<file path="src/rtl/pipe_pkg.sv">
// Shared types for the 5-stage pipeline hazard sequencer: FSM states,
// scoreboard entry layout and the fixed control words driven to the pipeline buffers.
package pipe_pkg;

    localparam logic [4:0] REG_ZERO = 5'd0;

    typedef enum logic [1:0] {
        RUN   = 2'd0,
        STALL = 2'd1,
        FLUSH = 2'd2
    } pipeState_t;

    typedef struct packed {
        logic       v;
        logic [4:0] rd;
    } sbEntry_t;

    typedef struct packed {
        logic pcEn;
        logic ifidEn;
        logic ifidFlush;
        logic idexBubble;
        logic exmemFlush;
    } ctrlWord_t;

    // NOP word: nothing advances and every buffer loads a bubble.
    localparam ctrlWord_t CTRL_NOP    = '{1'b0, 1'b0, 1'b1, 1'b1, 1'b1};
    localparam ctrlWord_t CTRL_BRANCH = '{1'b1, 1'b1, 1'b1, 1'b1, 1'b1};
    localparam ctrlWord_t CTRL_FLUSH  = '{1'b1, 1'b1, 1'b1, 1'b1, 1'b0};
    localparam ctrlWord_t CTRL_STALL  = '{1'b0, 1'b0, 1'b0, 1'b1, 1'b0};
    localparam ctrlWord_t CTRL_RUN    = '{1'b1, 1'b1, 1'b0, 1'b0, 1'b0};

    function automatic logic srcMatch(input sbEntry_t e, input logic [4:0] src);
        return e.v && (src != REG_ZERO) && (e.rd == src);
    endfunction

endpackage

</file>
<file path="src/rtl/hz_scoreboard.sv">
// Destination-register scoreboard for the EX/MEM/WB stages and the RAW comparators
// that raise hazard for the instruction currently in ID.
module hz_scoreboard
    import pipe_pkg::*;
#(
    parameter bit WB_BYPASS = 1'b0
) (
    input  logic       clk,
    input  logic       rst,
    input  logic       issue,
    input  logic       idValid,
    input  logic [4:0] idRs,
    input  logic [4:0] idRt,
    input  logic       idUsesRt,
    input  logic       idRegWrite,
    input  logic [4:0] idDest,
    input  logic       memBrTaken,
    output logic       hazard
);

    localparam int DEPTH = WB_BYPASS ? 2 : 3;

    sbEntry_t sb [1:3];

    // NOTE: the entries are reset so a stale rd cannot raise a hazard right after rst;
    // non-blocking assignments make every entry shift from its pre-edge value.
    always_ff @(posedge clk or posedge rst) begin
        if (rst) begin
            sb[1] <= '0;
            sb[2] <= '0;
            sb[3] <= '0;
        end else begin
            sb[3] <= sb[2];
            sb[2] <= memBrTaken ? '0 : sb[1];
            sb[1] <= '{v:  issue && idRegWrite && (idDest != REG_ZERO),
                       rd: idDest};
        end
    end

    // NOTE: hazard gets its default before the loop so no path leaves it unassigned.
    always_comb begin
        hazard = 1'b0;
        for (int k = 1; k <= 3; k++) begin
            if (k <= DEPTH && idValid &&
                (srcMatch(sb[k], idRs) || (idUsesRt && srcMatch(sb[k], idRt)))) begin
                hazard = 1'b1;
            end
        end
    end

endmodule

</file>
<file path="src/rtl/pipe_hazard_ctrl.sv">
// Pipeline sequencer: RUN/STALL/FLUSH FSM, same-cycle stall and branch-squash controls,
// and saturating stall/flush performance counters.
module pipe_hazard_ctrl
    import pipe_pkg::*;
#(
    parameter bit WB_BYPASS = 1'b0,
    parameter int FLUSH_CYC = 1,
    parameter int CNT_W     = 16
) (
    input  logic             clk,
    input  logic             rst,
    input  logic             id_valid,
    input  logic [4:0]       id_rs,
    input  logic [4:0]       id_rt,
    input  logic             id_uses_rt,
    input  logic             id_reg_write,
    input  logic [4:0]       id_dest,
    input  logic             mem_br_taken,
    output logic             pc_en,
    output logic             ifid_en,
    output logic             ifid_flush,
    output logic             idex_bubble,
    output logic             exmem_flush,
    output logic [CNT_W-1:0] stall_cnt,
    output logic [CNT_W-1:0] flush_cnt
);

    localparam logic [1:0] FLUSH_LOAD = 2'(FLUSH_CYC - 1);

    pipeState_t state, nextState;
    logic [1:0] flushLeft, nextFlushLeft;
    logic       hazard;
    logic       issue;
    logic       stallInc;
    logic       flushInc;
    ctrlWord_t  ctrl;

    assign issue    = id_valid && !hazard && (state == RUN) && !mem_br_taken;
    assign stallInc = hazard && !mem_br_taken && (state != FLUSH);
    assign flushInc = mem_br_taken && (state != FLUSH);

    hz_scoreboard #(.WB_BYPASS(WB_BYPASS)) uScoreboard (
        .clk        (clk),
        .rst        (rst),
        .issue      (issue),
        .idValid    (id_valid),
        .idRs       (id_rs),
        .idRt       (id_rt),
        .idUsesRt   (id_uses_rt),
        .idRegWrite (id_reg_write),
        .idDest     (id_dest),
        .memBrTaken (mem_br_taken),
        .hazard     (hazard)
    );

    always_ff @(posedge clk or posedge rst) begin
        if (rst) begin
            state     <= RUN;
            flushLeft <= '0;
        end else begin
            state     <= nextState;
            flushLeft <= nextFlushLeft;
        end
    end

    always_comb begin
        nextState     = state;
        nextFlushLeft = flushLeft;
        case (state)
            RUN, STALL: begin
                if (mem_br_taken) begin
                    nextState     = FLUSH;
                    nextFlushLeft = FLUSH_LOAD;
                end else begin
                    nextState = hazard ? STALL : RUN;
                end
            end
            FLUSH: begin
                // A second taken branch here belongs to an already squashed instruction.
                if (flushLeft == '0) nextState = RUN;
                else                 nextFlushLeft = flushLeft - 2'd1;
            end
            default: nextState = RUN;
        endcase
    end

    always_comb begin
        ctrl = CTRL_RUN;
        if (rst)                 ctrl = CTRL_NOP;
        else if (mem_br_taken)   ctrl = CTRL_BRANCH;
        else if (state == FLUSH) ctrl = CTRL_FLUSH;
        else if (hazard)         ctrl = CTRL_STALL;
    end

    assign pc_en       = ctrl.pcEn;
    assign ifid_en     = ctrl.ifidEn;
    assign ifid_flush  = ctrl.ifidFlush;
    assign idex_bubble = ctrl.idexBubble;
    assign exmem_flush = ctrl.exmemFlush;

    always_ff @(posedge clk or posedge rst) begin
        if (rst) begin
            stall_cnt <= '0;
            flush_cnt <= '0;
        end else begin
            if (stallInc && stall_cnt != '1) stall_cnt <= stall_cnt + CNT_W'(1);
            if (flushInc && flush_cnt != '1) flush_cnt <= flush_cnt + CNT_W'(1);
        end
    end

endmodule

</file>
<file path="config.mk">
export PLATFORM = sky130hd
export DESIGN_NAME = pipe_hazard_ctrl
export DESIGN_NICKNAME = d
export VERILOG_FILES = /design/src/rtl/pipe_pkg.sv /design/src/rtl/hz_scoreboard.sv /design/src/rtl/pipe_hazard_ctrl.sv
export SDC_FILE = /design/constraint.sdc
export NUM_CORES = 1
export LEC_CHECK = 0
export ABC_AREA = 1
export CORE_ASPECT_RATIO = 0.75
export CORE_MARGIN = 5
export CORE_UTILIZATION = 50
export CTS_CLUSTER_DIAMETER = 200
export CTS_CLUSTER_SIZE = 25
export DETAILED_ROUTE_END_ITERATION = 12
export GPL_TIMING_DRIVEN = 0
export HOLD_SLACK_MARGIN = 0.05
export PLACE_DENSITY = 0.85
export SYNTH_ARGS = -nofsm -noshare
export SYNTH_HDL_FRONTEND = slang
export SYNTH_SLANG_ARGS = --single-unit
</file>
<file path="constraint.sdc">
create_clock -name clk -period 3.51 [get_ports clk]
set_input_delay 0.702 -clock clk [delete_from_list [all_inputs] [get_ports clk]]
set_output_delay 0.702 -clock clk [all_outputs]
set_load 0.02 [all_outputs]
</file>
==> summary.md <==
| Metric | Value |
|---|---|
| I/O Buffers | 56 |
| Worst-skew pair later-pin latency | 0.30 ns |
| CP Launch Type | input port |
| Reg2reg setup slack | 1.71 ns |
| Final Hold Vio Count | 0 |
| Worst Path Arrival | 2.66 ns |
| Remaining global-route overflow | 0 |
| Max-slew headroom | 56.4% |
| Gr usage total | 19.5% |
| Global-route wire length before repair | 12.3 mm |
| Max Cap Viol | 0 |
| Initial core utilization | 51.9% |
| Crit Path Class | in2out |
| 1st-pass router iterations | 4 |
| Reg area | 0.00135 mm2 |
| Largest net degree at the start of global routing | 29 |
| Post-synthesis register bit count | 54 |
| Final nets | 480 |
| Worst-path clk slew | 0.10 ns |
| Filler instances | 472 |
| Most frequent cells in the layout | 138 x nand2_1, 54 x dfrtp_1, 46 x clkdlybuf4s50_1 |
| Setup violation total in the final timing report | 0 |
| Leak Pwr | 1.92 nW |
| Number of hold buffers added after CTS | 0 |
| Multi-input logic area | 0.00146 mm2 |
| Die area | 0.00776 mm2 |
| Initial antenna violation count | 0 |
| RSZ-0062 raised after global routing | no |
| Antenna Violating Nets Remaining | 0 |
| TritonCTS clock tree | built |
| Iteration-0 DRC count of the detailed router | 125 |
| Worst R2R Start | stall_cnt[0]$_DFFE_PP0P_ |
| # Post-CTS Setup Buffers | 0 |
| Yosys warns | 0 |
| Vias per inst | 4.90 |
| Ranking of synthesized cells by area | dfrtp_1 44%, nand2_1 17%, xnor2_1 6.6%, xor2_1 5.5%, nor2_1 5.3% |
| Synth area leader | dfrtp_1 |
| Final Max Slew Viols | 0 |
| HP Class | reg2reg |
| Die H | 77.5 um |
| WL final | 7.13 mm |
| Worst slew pin tran | 0.652 ns |
| H-tree depth | 2 |
| Worst Path Required | 2.81 ns |
| Core ar. | 0.00586 mm2 |
| Critical path fanouts, max | 5 |
| Number of global-route vias before repair | 2614 |
| Worst hold start | uScoreboard.sb[11]$_DFF_PP0_ |
| Setup TNS | 0 ns |
| DR vias | 2619 |
| Synth-to-Final Area Change | 27.4% |
| FMAX | 298 MHz |
| Avg Inst Size Synth | 7.78 um2 |
| Register area share after synthesis | 44.4% |
| Layout cells sized above 1 | 8.32% |
| Number of clock sinks | 54 |
| Final hold slack | 0.437 ns |
| Final Skew | 0.00715 ns |
| Final GP Congestion | 0.919 |
| Final min period | 3.36 ns |
| Synth unique cells | 29 |
| Syn_nets | 415 |
| Fin util | 66.2% |
| FP Rows | 24 |
| Top-area cell type share of the netlist area | 44.4% |
| IR drop worst, VDD | 0.283 mV |
| Total power | 1.67 mW |
| Synthesized cell area | 0.00304 mm2 |
| I/O pin count | 58 |
| Antenna cells | 0 |
| PwrDens | 430 mW/mm2 |
| Clock buffer depth | 2 |
| Chip width | 100 um |
| Crit share post-route | 95.7% |
| CP Capture Type | output pin |
| Drt drc | 0 |
| Syn Inst Count | 391 |
| WL/cell | 13.3 um |
| Worst setup path start | id_rt[4] |
| Status | finished clean |
| Commonest non-fill, non-tap cell in the layout | nand2_1 |
| Total CTS buffers | 5 |
| Root Driver | clkbuf_8 |
| DP HPWL | 5.26 mm |
## path summary, 6_finish.rpt
path                                                    end  cells after the start
worst min-delay path            uScoreboard.sb[5]$_DFF_PP0_                      0
worst min register to register  uScoreboard.sb[5]$_DFF_PP0_                      0
worst max-delay path                                  pc_en                     14
max in group asynchronous          flushLeft[0]$_DFFE_PP0P_                      2
min in group asynchronous       uScoreboard.sb[1]$_DFF_PP0_                      2
worst max register to register    stall_cnt[13]$_DFFE_PP0P_                      9
## report_power, final
| part | leakage, nW | switching (mW) | internal, mW |
|---|---|---|---|
| Clock | 0.0714 | 0.201 | 0.304 |
| Combinational | 1.14 | 0.242 | 0.171 |
| Sequential | 0.710 | 0.0627 | 0.685 |
| Total | 1.92 | 0.506 | 1.16 |
## metal layers
metal	track usage, %	share of wire (%)	vias up
li1	-	-	1324
met1	26.0	46	1228
met2	31.9	48	63
met3	5.02	5.9	4
met4	4.85	0.48	0
met5	0	0	-
## layout make-up
| type | instances | area share, % |
|---|---|---|
| buffer | 4 | 0.904 |
| clock buffer | 6 | 2.13 |
| clock inverter | 2 | 1.55 |
| inverter | 52 | 5.14 |
| multi-input combinational | 281 | 37.7 |
| sequential | 54 | 34.9 |
| tap | 78 | 2.52 |
| timing repair buffer | 56 | 14.8 |
| timing repair inverter | 2 | 0.323 |
## synthesized netlist by cell type
cell type	n
nor3_2	2
buf_6	2
nand2_1	138
nand3_2	3
xor2_1	19
nor3b_1	2
buf_4	1
nor4_1	1
nand3_1	20
xnor2_1	23
clkbuf_2	1
inv_1	42
nand3_4	2
o21ai_0	3
a21oi_1	2
clkinv_1	2
dfrtp_1	54
or2_2	2
nand2_2	1
nand4_4	1
nand4_1	5
o22ai_1	1
inv_2	8
ha_1	3
nor2_2	1
nor2_1	43
nor2_4	1
nor3_1	7
nor3b_2	1
## stage by stage
step | std cells | instance area, um2 | setup slack [ns]
2_1_floorplan | 391 | 3040 | 0.601
3_3_place_gp | 525 | 3700 | -0.592
3_5_place_dp | 525 | 3700 | -0.642
4_1_cts | 535 | 3850 | 0.0669
5_1_grt | 535 | 3870 | 0.00552
6_report | 535 | 3870 | 0.153
## worst max-delay path: stages
cell	delay, ns
clkdlybuf4s50_1	0.57
inv_2	0.07
nand3_1	0.10
nor2_2	0.06
nor2_1	0.09
nand2_1	0.06
nand2_1	0.11
nand3_2	0.09
nand3_4	0.14
nand3_4	0.09
nand2_1	0.07
inv_1	0.07
buf_4	0.12
dlygate4sd2_1	0.31
## kinds of logic after synthesis
logic type	Yosys count	share of synthesized area [%]
AOI/OAI and AO/OA	6	1.03
xor gates and xnor gates	42	12.1
adders and majority gates	3	1.23
buffers and inverters	56	7.57
DFF	54	44.4
and+or+nand+nor	230	33.6
## flip-flops by register name, indices dropped and copies added, names as in the netlist
signal and count:
flush_cnt 16, uScoreboard.sb 18, stall_cnt 16, state 2, flushLeft 2
## timing repair
action                     CTS  global route
gates resized for setup      3             8
pin swaps                    0             1
setup endpoints to repair    5             2
gates cloned                 2             0
Note: power is estimated with default switching activity, not from simulation.
